$ cat config.mk
export PLATFORM = sky130hd
export DESIGN_NAME = madison_galloway_project5
export DESIGN_NICKNAME = d
export VERILOG_FILES = /design/src/rtl/madison_galloway_project5.sv
export SDC_FILE = /design/constraint.sdc
export NUM_CORES = 1
export LEC_CHECK = 0
export CORE_MARGIN = 2
export CORE_UTILIZATION = 35
export DETAILED_ROUTE_END_ITERATION = 12
export RECOVER_POWER = 50
export SLEW_MARGIN = 40
export SYNTH_ARGS = -nofsm -noshare
export SYNTH_HDL_FRONTEND = slang
export SYNTH_SLANG_ARGS = --single-unit
$ cat constraint.sdc
create_clock -name clk -period 2.4 [get_ports clk]
set_input_delay 0.48 -clock clk [delete_from_list [all_inputs] [get_ports clk]]
set_output_delay 0.48 -clock clk [all_outputs]
set_load 0.02 [all_outputs]
$ cat src/rtl/madison_galloway_project5.sv
// Traffic-light controller: Moore FSM with a dwell counter driving one-hot R/Y/G lamps.
// Parks on red in IDLE until start is high, then cycles green -> yellow -> red.
module madison_galloway_project5 #(
    parameter int unsigned GREEN_CYCLES  = 8,
    parameter int unsigned YELLOW_CYCLES = 3,
    parameter int unsigned RED_CYCLES    = 6,
    parameter int unsigned CNT_W         = 8
) (
    input  logic clk,
    input  logic reset,
    input  logic start,
    output logic R,
    output logic Y,
    output logic G
);

    typedef enum logic [1:0] {
        StIdle   = 2'b00,
        StGreen  = 2'b01,
        StYellow = 2'b10,
        StRed    = 2'b11
    } state_e;

    localparam logic [CNT_W-1:0] GreenLast  = CNT_W'(GREEN_CYCLES - 1);
    localparam logic [CNT_W-1:0] YellowLast = CNT_W'(YELLOW_CYCLES - 1);
    localparam logic [CNT_W-1:0] RedLast    = CNT_W'(RED_CYCLES - 1);

    state_e           r_state;
    state_e           w_state_next;
    logic [CNT_W-1:0] r_cnt;
    logic [CNT_W-1:0] w_cnt_next;

    always_ff @(posedge clk) begin
        if (reset) begin
            r_state <= StIdle;
            r_cnt   <= '0;
        end else begin
            r_state <= w_state_next;
            r_cnt   <= w_cnt_next;
        end
    end

    // Counter restarts at 0 on every state change, so each timed state lasts exactly DUR cycles.
    always_comb begin
        w_state_next = r_state;
        w_cnt_next   = r_cnt + 1'b1;
        case (r_state)
            StIdle: begin
                w_cnt_next = '0;
                if (start) begin
                    w_state_next = StGreen;
                end
            end
            StGreen: begin
                if (r_cnt == GreenLast) begin
                    w_state_next = StYellow;
                    w_cnt_next   = '0;
                end
            end
            StYellow: begin
                if (r_cnt == YellowLast) begin
                    w_state_next = StRed;
                    w_cnt_next   = '0;
                end
            end
            StRed: begin
                if (r_cnt == RedLast) begin
                    w_state_next = start ? StGreen : StIdle;
                    w_cnt_next   = '0;
                end
            end
            default: begin
                w_state_next = StIdle;
                w_cnt_next   = '0;
            end
        endcase
    end

    always_comb begin
        R = 1'b0;
        Y = 1'b0;
        G = 1'b0;
        case (r_state)
            StGreen:  G = 1'b1;
            StYellow: Y = 1'b1;
            default:  R = 1'b1;
        endcase
    end

endmodule

## Word-level counts from Yosys, hierarchy flattened

Cells that the tools add are included.

| operators by class | value |
|---|---|
| add/subtract/negate cells | 1 |
| shift-type cells | 0 |
| eq/ne operators | 10 |
| bitwise gates (word level) | 0 |
| div/mod/pow operators | 0 |
| reduce and logical (&&, ||, !) cells | 3 |
| $mul | 0 |
| magnitude comparators | 0 |
| multiplexer cells | 13 |

Operator list:

| kind | number |
|---|---|
| 8-bit case mux with 4 select lines | 1 |
| 8-bit 2-to-1 mux | 3 |
| 8-bit by 3-bit == test with 1-bit output, second input constant | 2 |
| 8-bit by 1-bit adder with 8-bit output, second input constant | 1 |
| 8-bit by 2-bit == test with 1-bit output, second input constant | 1 |
| 2-bit 2-to-1 mux | 4 |
| 2-bit inequality test, second input constant | 4 |
| 2-bit case mux with 4 select lines | 1 |
| 2-bit == test, second input constant | 2 |
| 1-bit 2-to-1 mux | 4 |
| 4-bit AND reduction | 1 |
| 2-bit by 1-bit == test with 1-bit output, second input constant | 1 |
| 2-bit zero test | 1 |
| 2-bit OR reduction | 1 |

| word-level totals | value |
|---|---|
| latch bits | 0 |
| memories | 0 |
| memory bits (writable) | 0 |
| flip-flop bits (word level) | 10 |
| logic and storage cells | 29 |
| ROM bits | 0 |

## Longest topological paths before layout

| depth | value |
|---|---|
| word-level depth | 3 |
| depth in mapped cells | 6 |
| depth with buffers taken out | 6 |

## Worst setup path before layout

OpenSTA, ideal clock, no wires.

| timing | value |
|---|---|
| kind | register -> register |
| start point | reg r_state[0] |
| end point | reg r_state[0] |
| arrival | 1.810 ns |
| period minus slack after synthesis | 1.869 ns |
| path slack | 0.531 ns |
| stages on the path, launching flop included | 6 |
| library setup time | 0.058 ns |
| required time | 2.342 ns |
| buffers on the path | 0 |
| cells stage by stage | dfxtp_1 -> ha_1 -> or3b_1 -> a2111o_1 -> a221oi_2 -> o221a_2 |

| on the way | value |
|---|---|
| word-level cells in the longest chain between the ends | 3 |

RTL lines:

| element | line | RTL |
|---|---|---|
| start: declaration | 28 | `state_e r_state;` |
| start signal: assignment | 35 | `r_state <= StIdle;` |
| start signal: assignment | 38 | `r_state <= w_state_next;` |
| 2-bit == test, or another cell as far along | 47 | `case (r_state)` |
| 2-bit inequality test (no source line) | - |  |
| 4-bit AND reduction (no source line) | - |  |

Parallel ways exist; a longest one is shown, timed or not.
A chain may end at the register's enable or synchronous reset.

## Worst setup path in the final report

| timing | value |
|---|---|
| start point | reg r_state[0] |
| end point | out R |

| on the way | value |
|---|---|
| word-level cells in the longest chain between the ends | 3 |

RTL lines:

| element | line | RTL |
|---|---|---|
| 2-bit by 1-bit == test with 1-bit output / 2-bit == test (equally long branches) | 83 | `case (r_state)` |
| 2-bit OR reduction (no source line) (*) | - |  |
| 1-bit 2-to-1 mux (*) | 83 |  |
| end: declaration | 12 | `output logic R,` |

Every way passes the cells marked *; elsewhere a longest branch is shown, timed or not.

==> reports/metrics.cfg <==
[die]
fp-row-count=14
die_area_um2=2020
ioPinCount=6
core-area_um2=1540
dieWidth_um=44.9
start_util_pct=38.0
die_y_um=44.9

[critical_path]
cp.arrival_ps=1730
endpoint_kind=output port
critPathMaxFanout=5
cp-startpoint=r_state[0]$_SDFFE_PP0P_
path_buf_inv=3
worstSetupStartpointType=flip-flop
r2r_slack_ps=320
crit_top_cell=inv_1
reg2reg_from=r_state[0]$_SDFFE_PP0P_
path_cells=inv_1 > ha_1 > inv_1 > clkdlybuf4s50_1
critPathKind=flip-flop to output port
cp_top_family=buffers and inverters
reg2regPathDepth=5
cp-endpoint=R
worst-path-stages=4
cp_data_required_time_ps=1920
max_stage_delay_ps=590
cp_slowest_cell=clkdlybuf4s50_1
r2r-end=r_cnt[5]$_SDFF_PP0_

[logic_synthesis]
synthSimpleGateAreaFrac_pct=24.1
avgSynthCellArea_um2=8.87
synth_top_area_share_pct=34.2
synth_top_family_by_area=simple AND/OR/NAND/NOR gates
ys.flop_type=dfxtp_1
ys_warn_count=0
synth_fp_nets=76
synth-seq-cells=10
synth.mux.area_fraction_pct=1.71
synth_edf_count=0
async_reset_ff_share_pct=0
synth_area_leader_cell=dfxtp_1
synthXorXnorAreaFrac_pct=7.48
netlist-cell-type-count=23
synth_seq_area_share_pct=34.2
yosys-top-cells-area=dfxtp_1, ha_1, nor3_1
syn_inst=66
synth_area_um2=586
synth_fa_ha_area_share_pct=15.0
synth_compound_area_share_pct=12.4

[detailed_routing]
viasPerCell=4.98
final_antenna_net_count=0
first_pass_iters=2
drc=0
wl_um=1060
routedWlPerCell_um=11.9
drtIter0Drc=8
via_count=443

[cts]
cts_buffer_depth=2
cts_tree=yes
post-cts-setup-buffers=0
clk_pin_slew_worst_paths_ps=60
hold_buffers=0
clock-root-buffer=clkbuf_4
htree_levels=1
clock_sinks=10
cts.repair.resized=0
clock_latency_ps=270
cts-buffers-inserted=3

[timing]
min_period_ps=2210
finalHoldViolations=0
slew-limit-headroom_pct=66.4
finalSetupViolCount=0
fin_crit_sh_pct=92.3
setup_tns_ps=0
max_freq_ghz=0.452
rsz0062_at_grt=false
fin_skew_ps=3.77
worst_pin_slew_ps=503
slew_violations=0
setup_ws_ps=185

[placed_design]
placed_area_um2=652
place_inst=86
dpl.hpwl_um=819
pre_cts_ws_ps=389
gp_congestion=0.738
io_buffer_count=5

[grt]
grt_pass1_wl_um=1820
grt_overflow=0
track_usage_pct=13.2
grt_max_degree=9
grt_pass1_vias=432
antenna_found_initial=0

[final_layout]
diodes=0
design_area_um2=671
final_cell_mix=dfxtp_1, nor3_1, inv_1, ha_1, nand2_1
drive_above_1_share_pct=9.59
fin_nets=85
layout.cells.non_filler=89
layout_commonest_cell=dfxtp_1
area_growth_pct=14.5

[flow_run]
maxCapViolCount=0

[run_status]
outcome=complete, no violations

[pwr]
vdd_ir_drop_max_v=0.000569
p_leak_nw=0.260
powerDensity_nw_per_um2=957

[worst_hold_path]
hold_class=flip-flop to flip-flop

## worst min-delay path by stage
| stage | start | end | cells past startpoint |
|---|---|---|---|
| 2_1_floorplan | r_state[1]$_SDFFE_PP0P_ | r_state[1]$_SDFFE_PP0P_ | 2 |
| 3_3_place_gp | r_state[1]$_SDFFE_PP0P_ | r_state[1]$_SDFFE_PP0P_ | 2 |
| 3_5_place_dp | r_state[1]$_SDFFE_PP0P_ | r_state[1]$_SDFFE_PP0P_ | 2 |
| 4_1_cts | r_state[1]$_SDFFE_PP0P_ | r_state[1]$_SDFFE_PP0P_ | 2 |
| 5_1_grt | r_state[1]$_SDFFE_PP0P_ | r_state[1]$_SDFFE_PP0P_ | 2 |
| 6_report | r_state[1]$_SDFFE_PP0P_ | r_state[1]$_SDFFE_PP0P_ | 2 |
## sequential cells by signal (all words and copies together), names as in the netlist
| signal | flops |
|---|---|
| r_cnt | 8 |
| r_state | 2 |
## synth_stat cells, types with 2 or more instances
cell,number
ha_1,7
nand2_1,6
xor2_1,2
nor3_1,8
nor2_1,4
nand3b_1,2
xnor2_1,3
inv_1,7
dfxtp_1,10
nand3_1,3
or2_2,2
## tightest hold or removal path, delay by kind of cell (launching register included)
kind             cells  cell delay, ps
flip-flops           1             350
multiplexers         1              60
AND/OR/NAND/NOR      1              70
## through the flow
step	power [mW]	hold WS (ps)	util, %
after detailed placement	0.542	522	42.3
after floorplan	0.447	480	-
final	0.642	525	43.5
after CTS	0.657	530	43.8
after global routing	0.694	557	43.5
after global placement	0.543	516	42.3
## per-layer routing
metal	global-route usage [%]	vias to the layer above	share of wire, %
met5	0	-	0
met4	8.82	0	2.2
met3	5.20	4	4.2
met2	20.3	6	45
met1	15.0	193	49
li1	-	240	-
## power by group
part           leakage, nW  switching (mW)  internal, mW  total [mW]
logic                0.166           0.174         0.144       0.317
registers           0.0810          0.0242         0.186       0.210
clock network       0.0138          0.0568        0.0580       0.115
total                0.260           0.255         0.387       0.642
## cells by family after synthesis
kind of cell,Yosys count
and+or+nand+nor,28
AOI/OAI and AO/OA,7
DFF,10
xor gates and xnor gates,5
muxes,1
adders and majority gates,7
buffers and inverters,8
## layout make-up
type                       count  area, um2
clock buffer                   3       22.5
inverter                       7       26.3
timing repair buffer           5       50.0
sequential                    10        200
tap                           16       20.0
fill                         158        871
multi-input combinational     48        352
No activity file was read; power rests on OpenSTA's default activity.
